[config.mk]
export PLATFORM = sky130hd
export DESIGN_NAME = seg7_scan_capture
export DESIGN_NICKNAME = d
export VERILOG_FILES = /design/src/rtl/seg7_scan_capture.sv
export SDC_FILE = /design/constraint.sdc
export NUM_CORES = 1
export LEC_CHECK = 0
export CORE_MARGIN = 5
export CORE_UTILIZATION = 40
export CTS_BUF_LIST = sky130_fd_sc_hd__clkbuf_4 sky130_fd_sc_hd__clkbuf_8
export CTS_CLUSTER_SIZE = 10
export DETAILED_ROUTE_END_ITERATION = 8
export SYNTH_ARGS = -nofsm -noshare
export SYNTH_HDL_FRONTEND = slang
export SYNTH_SLANG_ARGS = --single-unit
[constraint.sdc]
create_clock -name clk -period 3.9 [get_ports clk]
set_clock_uncertainty 0.15 [all_clocks]
set_input_delay 0.39 -clock clk [delete_from_list [all_inputs] [get_ports clk]]
set_output_delay 0.39 -clock clk [all_outputs]
set_load 0.1 [all_outputs]
[src/rtl/seg7_scan_capture.sv]
// ----------------------------------------------------------------------------
// seg7_scan_capture
//
// Receiving end of a multiplexed 8-digit, active-low 7-segment display bus.
// The block watches the digit enables and segment lines and waits for each
// {Seg,Display} pattern to settle. It then decodes the shown glyph back to a
// hex nibble and rebuilds the 32-bit word the display was showing. It serves
// as an on-board loopback checker and as a bench monitor.
//
// Ports
//   clk          in   1   system clock
//   reset        in   1   asynchronous reset, active low
//   Seg          in   8   digit enables, active low; bit i selects digit i
//   Display      in   7   segments, active low, bit order {g,f,e,d,c,b,a}
//   value        out  32  last completed frame, digit i in bits [4i+3:4i]
//   blank_mask   out  8   digits of the last frame that were blank
//   frame_valid  out  1   one-cycle pulse when value/blank_mask update
//   decode_err   out  1   one-cycle pulse when a stable pattern is rejected
//   err_digit    out  3   digit index of the most recent decode error
//   stalled      out  1   high after TIMEOUT cycles without a capture
//
// Parameters
//   STABLE_CYCLES  a pattern must hold this many cycles before it is used (>=2)
//   TIMEOUT        idle cycles before stalled rises and the partial frame drops
// ----------------------------------------------------------------------------
module seg7_scan_capture #(
  parameter int unsigned STABLE_CYCLES = 4,
  parameter int unsigned TIMEOUT       = 65536
) (
  input  logic        clk,
  input  logic        reset,
  input  logic [7:0]  Seg,
  input  logic [6:0]  Display,
  output logic [31:0] value,
  output logic [7:0]  blank_mask,
  output logic        frame_valid,
  output logic        decode_err,
  output logic [2:0]  err_digit,
  output logic        stalled
);

  localparam int unsigned STAB_W = $clog2(STABLE_CYCLES + 1);
  localparam int unsigned TO_W   = $clog2(TIMEOUT + 1);

  localparam logic [STAB_W-1:0] STAB_EVAL = STAB_W'(STABLE_CYCLES - 1);
  localparam logic [STAB_W-1:0] STAB_MAX  = STAB_W'(STABLE_CYCLES);
  localparam logic [TO_W-1:0]   TO_LAST   = TO_W'(TIMEOUT - 1);
  localparam logic [TO_W-1:0]   TO_MAX    = TO_W'(TIMEOUT);

  // Outcome of evaluating one settled pattern.
  typedef enum logic [1:0] {
    EV_NONE,
    EV_CAPTURE,
    EV_ERROR
  } eval_e;

  // Result of decoding one segment code.
  typedef struct packed {
    logic       valid;
    logic       blank;
    logic [3:0] nibble;
  } digit_t;

  // Maps an active-low {g..a} code to a nibble. An all-off code is a
  // legal blank digit, which reads as nibble 0.
  function automatic digit_t decode_segments(input logic [6:0] code);
    digit_t d;
    d.valid  = 1'b1;
    d.blank  = 1'b0;
    d.nibble = 4'h0;
    case (code)
      7'h40:   d.nibble = 4'h0;
      7'h79:   d.nibble = 4'h1;
      7'h24:   d.nibble = 4'h2;
      7'h30:   d.nibble = 4'h3;
      7'h19:   d.nibble = 4'h4;
      7'h12:   d.nibble = 4'h5;
      7'h02:   d.nibble = 4'h6;
      7'h78:   d.nibble = 4'h7;
      7'h00:   d.nibble = 4'h8;
      7'h10:   d.nibble = 4'h9;
      7'h08:   d.nibble = 4'hA;
      7'h03:   d.nibble = 4'hB;
      7'h46:   d.nibble = 4'hC;
      7'h21:   d.nibble = 4'hD;
      7'h06:   d.nibble = 4'hE;
      7'h0E:   d.nibble = 4'hF;
      7'h7F:   d.blank  = 1'b1;
      default: d.valid  = 1'b0;
    endcase
    return d;
  endfunction

  // --------------------------------------------------------------------------
  // Input synchroniser. Both stages carry the full 15-bit {Seg,Display} bus.
  // Only sync2_q is treated as the synchronised value. sync1_q is the value
  // sync2_q will take next. Comparing the two tells us whether the pattern is
  // about to change.
  // --------------------------------------------------------------------------
  logic [14:0] sync1_q, sync2_q;

  // NOTE: sequential state is assigned with <= only, so every flop samples
  // the pre-edge value of every other flop regardless of statement order.
  always_ff @(posedge clk or negedge reset) begin
    if (!reset) begin
      sync1_q <= '0;
      sync2_q <= '0;
    end else begin
      sync1_q <= {Seg, Display};
      sync2_q <= sync1_q;
    end
  end

  logic [7:0] seg_s;
  logic [6:0] disp_s;
  assign seg_s  = sync2_q[14:7];
  assign disp_s = sync2_q[6:0];

  // --------------------------------------------------------------------------
  // Stability counter. It restarts when the synchronised pattern is about to
  // change and saturates at STABLE_CYCLES. The evaluation edge is the single
  // edge where the count is about to go from STABLE_CYCLES-1 to
  // STABLE_CYCLES. Saturation ensures a held pattern is never evaluated twice.
  // The clause that the pattern is about to stay the same requires the pins
  // to have shown this pattern for STABLE_CYCLES+1 consecutive samples.
  // --------------------------------------------------------------------------
  logic [STAB_W-1:0] stab_cnt_q, stab_cnt_d;
  logic              pattern_same;
  logic              evaluate;

  assign pattern_same = (sync1_q == sync2_q);
  assign evaluate     = pattern_same && (stab_cnt_q == STAB_EVAL);

  // NOTE: every variable driven here gets a default first, so no path leaves
  // it unassigned and no latch is inferred.
  always_comb begin
    stab_cnt_d = stab_cnt_q;
    if (!pattern_same) begin
      stab_cnt_d = '0;
    end else if (stab_cnt_q != STAB_MAX) begin
      stab_cnt_d = stab_cnt_q + 1'b1;
    end
  end

  always_ff @(posedge clk or negedge reset) begin
    if (!reset) begin
      stab_cnt_q <= '0;
    end else begin
      stab_cnt_q <= stab_cnt_d;
    end
  end

  // --------------------------------------------------------------------------
  // Classification of the settled pattern.
  // --------------------------------------------------------------------------
  eval_e      ev;
  digit_t     dec;
  logic [2:0] low_idx;

  always_comb begin
    // Search downwards so that the lowest enabled digit wins.
    low_idx = 3'd0;
    for (int i = 7; i >= 0; i--) begin
      if (!seg_s[i]) begin
        low_idx = 3'(i);
      end
    end
  end

  always_comb begin
    ev  = EV_NONE;
    dec = decode_segments(disp_s);
    // No digit enabled means the driver is between digits: not an error.
    if (evaluate && (seg_s != 8'hFF)) begin
      if ($onehot(~seg_s) && dec.valid) begin
        ev = EV_CAPTURE;
      end else begin
        ev = EV_ERROR;
      end
    end
  end

  // --------------------------------------------------------------------------
  // Frame assembly, error reporting and idle timeout.
  // --------------------------------------------------------------------------
  logic [31:0]     shadow_q, shadow_d;
  logic [7:0]      shadow_blank_q, shadow_blank_d;
  logic [7:0]      mask_q, mask_d;
  logic [31:0]     value_q, value_d;
  logic [7:0]      blank_mask_q, blank_mask_d;
  logic            frame_valid_q, frame_valid_d;
  logic            decode_err_q, decode_err_d;
  logic [2:0]      err_digit_q, err_digit_d;
  logic [TO_W-1:0] to_cnt_q, to_cnt_d;
  logic            stalled_q, stalled_d;

  always_comb begin
    shadow_d       = shadow_q;
    shadow_blank_d = shadow_blank_q;
    mask_d         = mask_q;
    value_d        = value_q;
    blank_mask_d   = blank_mask_q;
    frame_valid_d  = 1'b0;
    decode_err_d   = 1'b0;
    err_digit_d    = err_digit_q;
    to_cnt_d       = to_cnt_q;
    stalled_d      = stalled_q;

    if (ev == EV_CAPTURE) begin
      shadow_d[{low_idx, 2'b00} +: 4] = dec.nibble;
      shadow_blank_d[low_idx]         = dec.blank;
      mask_d[low_idx]                 = 1'b1;
      to_cnt_d                        = '0;
      stalled_d                       = 1'b0;
      // The completing digit is published in the same edge, so publish
      // the next-state shadow rather than the registered one.
      if (mask_d == 8'hFF) begin
        value_d       = shadow_d;
        blank_mask_d  = shadow_blank_d;
        frame_valid_d = 1'b1;
        mask_d        = '0;
      end
    end else begin
      // A capture takes priority over a timeout on the same edge. A decode
      // error is not a capture, so idle time keeps accruing through it.
      if (to_cnt_q != TO_MAX) begin
        to_cnt_d = to_cnt_q + 1'b1;
      end
      if (to_cnt_q == TO_LAST) begin
        stalled_d = 1'b1;
        mask_d    = '0;
      end
    end

    if (ev == EV_ERROR) begin
      decode_err_d = 1'b1;
      err_digit_d  = low_idx;
    end
  end

  always_ff @(posedge clk or negedge reset) begin
    if (!reset) begin
      shadow_q       <= '0;
      shadow_blank_q <= '0;
      mask_q         <= '0;
      value_q        <= '0;
      blank_mask_q   <= '0;
      frame_valid_q  <= 1'b0;
      decode_err_q   <= 1'b0;
      err_digit_q    <= '0;
      to_cnt_q       <= '0;
      stalled_q      <= 1'b0;
    end else begin
      shadow_q       <= shadow_d;
      shadow_blank_q <= shadow_blank_d;
      mask_q         <= mask_d;
      value_q        <= value_d;
      blank_mask_q   <= blank_mask_d;
      frame_valid_q  <= frame_valid_d;
      decode_err_q   <= decode_err_d;
      err_digit_q    <= err_digit_d;
      to_cnt_q       <= to_cnt_d;
      stalled_q      <= stalled_d;
    end
  end

  assign value       = value_q;
  assign blank_mask  = blank_mask_q;
  assign frame_valid = frame_valid_q;
  assign decode_err  = decode_err_q;
  assign err_digit   = err_digit_q;
  assign stalled     = stalled_q;

endmodule
==> results.txt, run 1 <==
Final Hold Vio Count = 0
Main flop type after synthesis = dfrtp_1
Die area = 21180 um^2
Pleak = 4.055 nW
Hold WS = 212.1 ps
Reg-to-Reg Start = sync2_q[7]
Total negative slack = -11050 ps
Nets = 744
Largest cells by area after synthesis = dfrtp_1 (49%), mux2_4 (8.2%), mux2_2 (6.7%)
Final period util = 104.9%
Ys async rst share = 100.0%
Clk slew on worst S/H paths = 80 ps
WP data required = 4100 ps
Ant diodes = 0
WP depth = 13
Most used cell, CP = fa_1
Path type of the worst setup path = register to register
Arr. time, crit path = 4290 ps
CTS Buf Count = 17
Root Driver = clkbuf_8
Hold Path Sink = sync1_q[2]
WP buf/inv = 3
FP Rows = 49
Worst reg2reg setup slack = -190 ps
Clock sinks = 144
Unique masters post-synth = 73
PortBufs = 62
Die Height = 145.5 um
Initial antenna violation count = 0
DRC viols = 0
CP top delay family = adder cells
Avg WL per Cell = 16.78 um
Setup crit end kind = register
Total power = 3.121 mW
Worst reg2reg path depth = 13
Slew Limit Fails = 0
Wire length of the first global-routing pass = 26640 um
Max_cap viols = 0
R2r endpoint = mask_q[4]
Hold Startpoint = Display[2]
Number of synthesized flops with an enable pin = 0
Overall Global Routing Usage = 15.27%
Finished Cell Area = 8976 um^2
Via/cell ratio = 5.134
Startpoint types = register
Vias in the first global route = 5076
Longest Clk Path Bufs = 2
Post-synth net total = 650
Fmax = 0.2444 GHz
CTS tree = done
Synth top area share = 49.04%
H-tree lvl count = 4
Worst path cell trace = fa_1 > inv_1 > fa_1 > fa_1 > ha_2 > inv_2 > fa_2 > nand2_2 > a21oi_2 > buf_4 > and3_4 > mux2_4 > a22o_1
Finish-stage setup viols = 93
Initial Utilization = 40.77%
Unrepaired setup endpoints after global routing = true
Top cells by count, synth = dfrtp_1 (144), nor2_1 (60), mux2_2 (44), mux2_4 (40), nand2_1 (32)
Syn Area/Cell = 11.99 um^2
Iter 0 DRT Violations = 344
Worst slack, placed = -190.4 ps
Post-Syn Instances = 613
Hold Crit Class = input pin to register
Worst-Skew Late Latency = 460 ps
Most common cell in the netlist = dfrtp_1
Minimum clock period = 4091 ps
Hold depth = 1
Slew @ Worst Pin = 997.2 ps
Slowest stage delay, CP = 530 ps
Total core area = 18020 um^2
Max_slew headroom = 33.27%
Post-route ant nets = 0
Total Wirelength = 15930 um
Final worst slack = -191.1 ps
Placed cell area = 8282 um^2
Slowest CP cell = fa_1
VDD IR max = 0.2128 mV
Post-Syn Area = 7348 um^2
Ports = 63
Layout cells sized above 1 = 27.64%
Post-DP HPWL = 11290 um
Die Width = 145.5 um
Via count = 4872
Layout area overhead = 22.15%
Seq/Total Area, Yosys = 49.04%
#FFs+latches synth = 144
Leading area contributor after synthesis = dfrtp_1
Synth warn = 0
GPL Wtd Cong = 0.7823
Largest net degree at the start of global routing = 85
Status = finished with violations
GR Overflow Total = 0
Violated checks = negative setup slack
TritonRoute pass-1 iters = 4
P per Cell Area = 347.7 nW/um^2
Worst-path fanout max = 8
-- state kept, by name, summed over array words and instances (netlist names) --
register / flops
shadow_q: 32
value: 32
to_cnt_q: 17
sync1_q: 15
sync2_q: 15
blank_mask: 8
mask_q: 8
shadow_blank_q: 8
err_digit: 3
stab_cnt_q: 3
decode_err: 1
frame_valid: 1
stalled: 1
-- worst max-delay path by stage --
stage / startpoint / end / slack, ps
finish: sync2_q[7] / mask_q[4] / -190
global route: sync2_q[7] / shadow_q[27] / -320
CTS: sync2_q[7] / mask_q[4] / -190
global placement: sync2_q[7] / shadow_blank_q[1] / -140
floorplan: sync2_q[8] / mask_q[4] / -60
detailed placement: sync2_q[7] / mask_q[0] / -190
-- area by class of cell --
class / count / area (um^2)
Clock inverter: 13 / 212.7
Timing Repair Buffer: 97 / 1021
Multi-Input combinational cell: 421 / 3505
Tap cell: 229 / 286.5
Sequential cell: 144 / 3605
Fill cell: 1627 / 9049
Clock buffer: 19 / 249.0
Inverter: 26 / 97.59
-- repair_timing --
item                                    4_1_cts  5_1_grt
hold buffers                                  1        0
pin swaps                                     1        3
resized for setup                            12       18
endpoints found under the hold margin        83        0
setup buffers                                 0        6
gates cloned                                  0        3
endpoints found under the setup margin       87      108
-- stage by stage --
stage                     cells  utilization, %
final                       949           49.80
after global routing        949           49.80
after CTS                   940           48.81
after detailed placement    907           45.95
after global placement      907           45.95
after floorplan             613               -
-- per-layer routing --
metal / up-vias / routed length [um] / global-route usage [%] / share of wire [%]
met3: 24 / 558 / 3.955 / 3.5
met4: 0 / 241 / 4.711 / 1.5
met5: - / 0 / 0 / 0
li1: 2349 / - / - / -
met2: 68 / 7778 / 24.12 / 49
met1: 2431 / 7347 / 20.70 / 46
-- where the power goes --
group / internal (mW) / leakage (nW) / total (mW) / switching [mW]
logic: 0.0914 / 1.90 / 0.226 / 0.134
registers: 1.51 / 1.93 / 1.54 / 0.0280
clock network: 0.777 / 0.223 / 1.36 / 0.583
total: 2.38 / 4.05 / 3.12 / 0.745
-- cells by family (layout without fill, tap and decap cells) --
| kind of cell | count (synthesis) | count (layout) | share of synthesized area, % |
|---|---|---|---|
| AOI/OAI and AO/OA | 80 | 80 | 8.241 |
| DFF | 144 | 144 | 49.04 |
| adders and majority gates | 20 | 20 | 3.814 |
| xor gates and xnor gates | 31 | 31 | 3.695 |
| buffers and inverters | 48 | 155 | 4.189 |
| muxes | 93 | 93 | 16.19 |
| and+or+nand+nor | 197 | 197 | 14.83 |
-- worst reg2reg max path, stage by stage (launching register included) --
cell	delay [ps]
dfrtp_1	410
fa_1	530
inv_1	50
fa_1	440
fa_1	500
ha_2	200
inv_2	40
fa_2	520
nand2_2	50
a21oi_2	120
buf_4	150
and3_4	230
mux2_4	360
a22o_1	240
-- placed cells by master (no fill, tap or decap), types with 8 or more instances in the layout --
master           instances
nand2_1                 31
mux2_4                  45
ha_1                    15
and3_1                  12
xor2_1                  25
mux2_2                  39
buf_4                   22
dfrtp_1                143
nand3_1                 22
a21oi_1                 12
inv_1                   23
o21ai_0                 15
nor2_1                  57
a22o_1                  13
clkdlybuf4s50_1         61
nor2b_1                  8
clkbuf_8                17
No activity file was read; power rests on OpenSTA's default activity.
==> run 2, diff against run 1 <==
CORE_UTILIZATION = 54   (was 40)
PLACE_DENSITY = 0.78   (was unset)
==> run 2 against run 1 <==
Against the previous run: the flow still finishes with violations (negative setup slack); final area shrank 0.22%; sequential power barely moved; flip-flop and latch count unchanged; combinational power is essentially flat; clock power is 9% lower; non-clock buffer count up 1; hold slack worse by 19 ps.
==> results.txt, run 2 (same netlist as run 1, synthesis figures left out) <==
Status = finished with violations
Violated checks = negative setup slack
Layout cells sized above 1 = 28.85%
WP data required = 4100 ps
Pleak = 4.043 nW
Minimum clock period = 4094 ps
Worst path cell trace = fa_1 > inv_1 > fa_1 > fa_1 > ha_2 > inv_2 > fa_2 > nand2_1 > a21oi_2 > buf_4 > and3_4 > mux2_4 > a22o_1
Total core area = 13300 um^2
Final core utilization = 67.36%
Slew @ Worst Pin = 1050 ps
GPL Wtd Cong = 0.8608
Via/cell ratio = 5.624
Final period util = 105.0%
Initial antenna violation count = 0
Iter 0 DRT Violations = 326
Hold WS = 192.9 ps
Wire length of the first global-routing pass = 25970 um
Nets = 745
TritonRoute pass-1 iters = 5
FP Rows = 42
Hold depth = 1
WP depth = 13
Commonest cells after routing, fill and taps aside = dfrtp_1 (143), clkdlybuf4s50_1 (61), mux2_4 (60), nor2_1 (50), nand2_1 (32)
R2r endpoint = mask_q[4]
Largest net degree at the start of global routing = 109
Root Driver = clkbuf_8
Most common cell after layout, fill and taps aside = dfrtp_1
Post-DP HPWL = 11120 um
Slowest CP cell = fa_1
Path type of the worst setup path = register to register
Post-route ant nets = 0
PortBufs = 62
Initial Utilization = 55.27%
Ant diodes = 0
Overall Global Routing Usage = 20.45%
Hold Crit Class = input pin to register
Non-Filler Instances = 897
Finished Cell Area = 8956 um^2
Placed cell area = 8180 um^2
Vias in the first global route = 5141
Die Width = 126.7 um
Slowest stage delay, CP = 530 ps
Final Hold Vio Count = 0
H-tree lvl count = 4
Fmax = 0.2443 GHz
Max_cap viols = 0
Max_slew headroom = 29.74%
WP buf/inv = 3
Worst-path fanout max = 8
Total Wirelength = 16160 um
Final worst slack = -194.1 ps
Layout area overhead = 21.88%
Total negative slack = -9210 ps
Longest Clk Path Bufs = 2
Arr. time, crit path = 4300 ps
Reg-to-Reg Start = sync2_q[7]
Clk slew on worst S/H paths = 90 ps
CTS tree = done
DRC viols = 0
Hold Startpoint = Display[2]
Worst reg2reg setup slack = -190 ps
Worst-Skew Late Latency = 470 ps
Clock sinks = 144
Placed Cells = 851
Ports = 63
GR Overflow Total = 0
FILL cells = 947
Most used cell, CP = fa_1
Startpoint types = register
Via count = 5045
Unrepaired setup endpoints after global routing = true
Die area = 16040 um^2
Setup crit end kind = register
Hold Path Sink = sync1_q[2]
Avg WL per Cell = 18.02 um
Worst reg2reg path depth = 13
VDD IR max = 0.3934 mV
P per Cell Area = 335.6 nW/um^2
CP top delay family = adder cells
Finish-stage setup viols = 75
Slew Limit Fails = 0
Die Height = 126.7 um
CTS Buf Count = 17
==> run 2: per-stage QoR <==
| stage | power [mW] | worst slack [ps] |
|---|---|---|
| 6_report | 3.005 | -194.1 |
| 5_1_grt | 3.125 | -347.7 |
| 4_1_cts | 3.019 | -199.5 |
| 3_5_place_dp | 1.781 | -191.0 |
| 3_3_place_gp | 1.768 | -117.0 |
| 2_1_floorplan | 1.686 | -58.69 |
==> run 2: per-layer routing <==
metal / global-route usage (%) / wire [um]
met4: 6.372 / 257
met3: 5.843 / 721
met5: 0 / 0
met2: 34.00 / 8126
met1: 26.02 / 7058
==> run 2: report_power, final <==
part	leakage (nW)	internal [mW]	total (mW)	switching [mW]
sequential	1.93	1.51	1.53	0.0270
clock	0.202	0.656	1.24	0.585
combinational	1.91	0.0903	0.229	0.139
==> run 2: how the worst max path moves through the flow <==
stage / endpoint / startpoint
final: mask_q[4] / sync2_q[7]
after global routing: value[13] / sync2_q[7]
after CTS: mask_q[4] / sync2_q[7]
after detailed placement: mask_q[4] / sync2_q[7]
after global placement: mask_q[5] / sync2_q[7]
after floorplan: mask_q[4] / sync2_q[8]
==> run 2: timing repair <==
action / in CTS / in global routing
resized for setup: 37 / 31
buffers inserted: 3 / 10
hold buffers: 1 / 0
gates cloned: 0 / 1
pin swaps: 3 / 8
endpoints found under the hold margin: 106 / 0
setup endpoints to repair: 71 / 107
==> run 2: area by class of cell <==
cell class / count / area (um^2) / area share [%]
Tap cell: 176 / 220.2 / 2.459
Timing Repair Buffer: 98 / 1010 / 11.27
Sequential cell: 144 / 3605 / 40.25
Clock buffer: 19 / 255.2 / 2.850
Inverter: 26 / 97.59 / 1.090
Clock inverter: 13 / 161.4 / 1.802
Multi-Input combinational cell: 421 / 3607 / 40.28
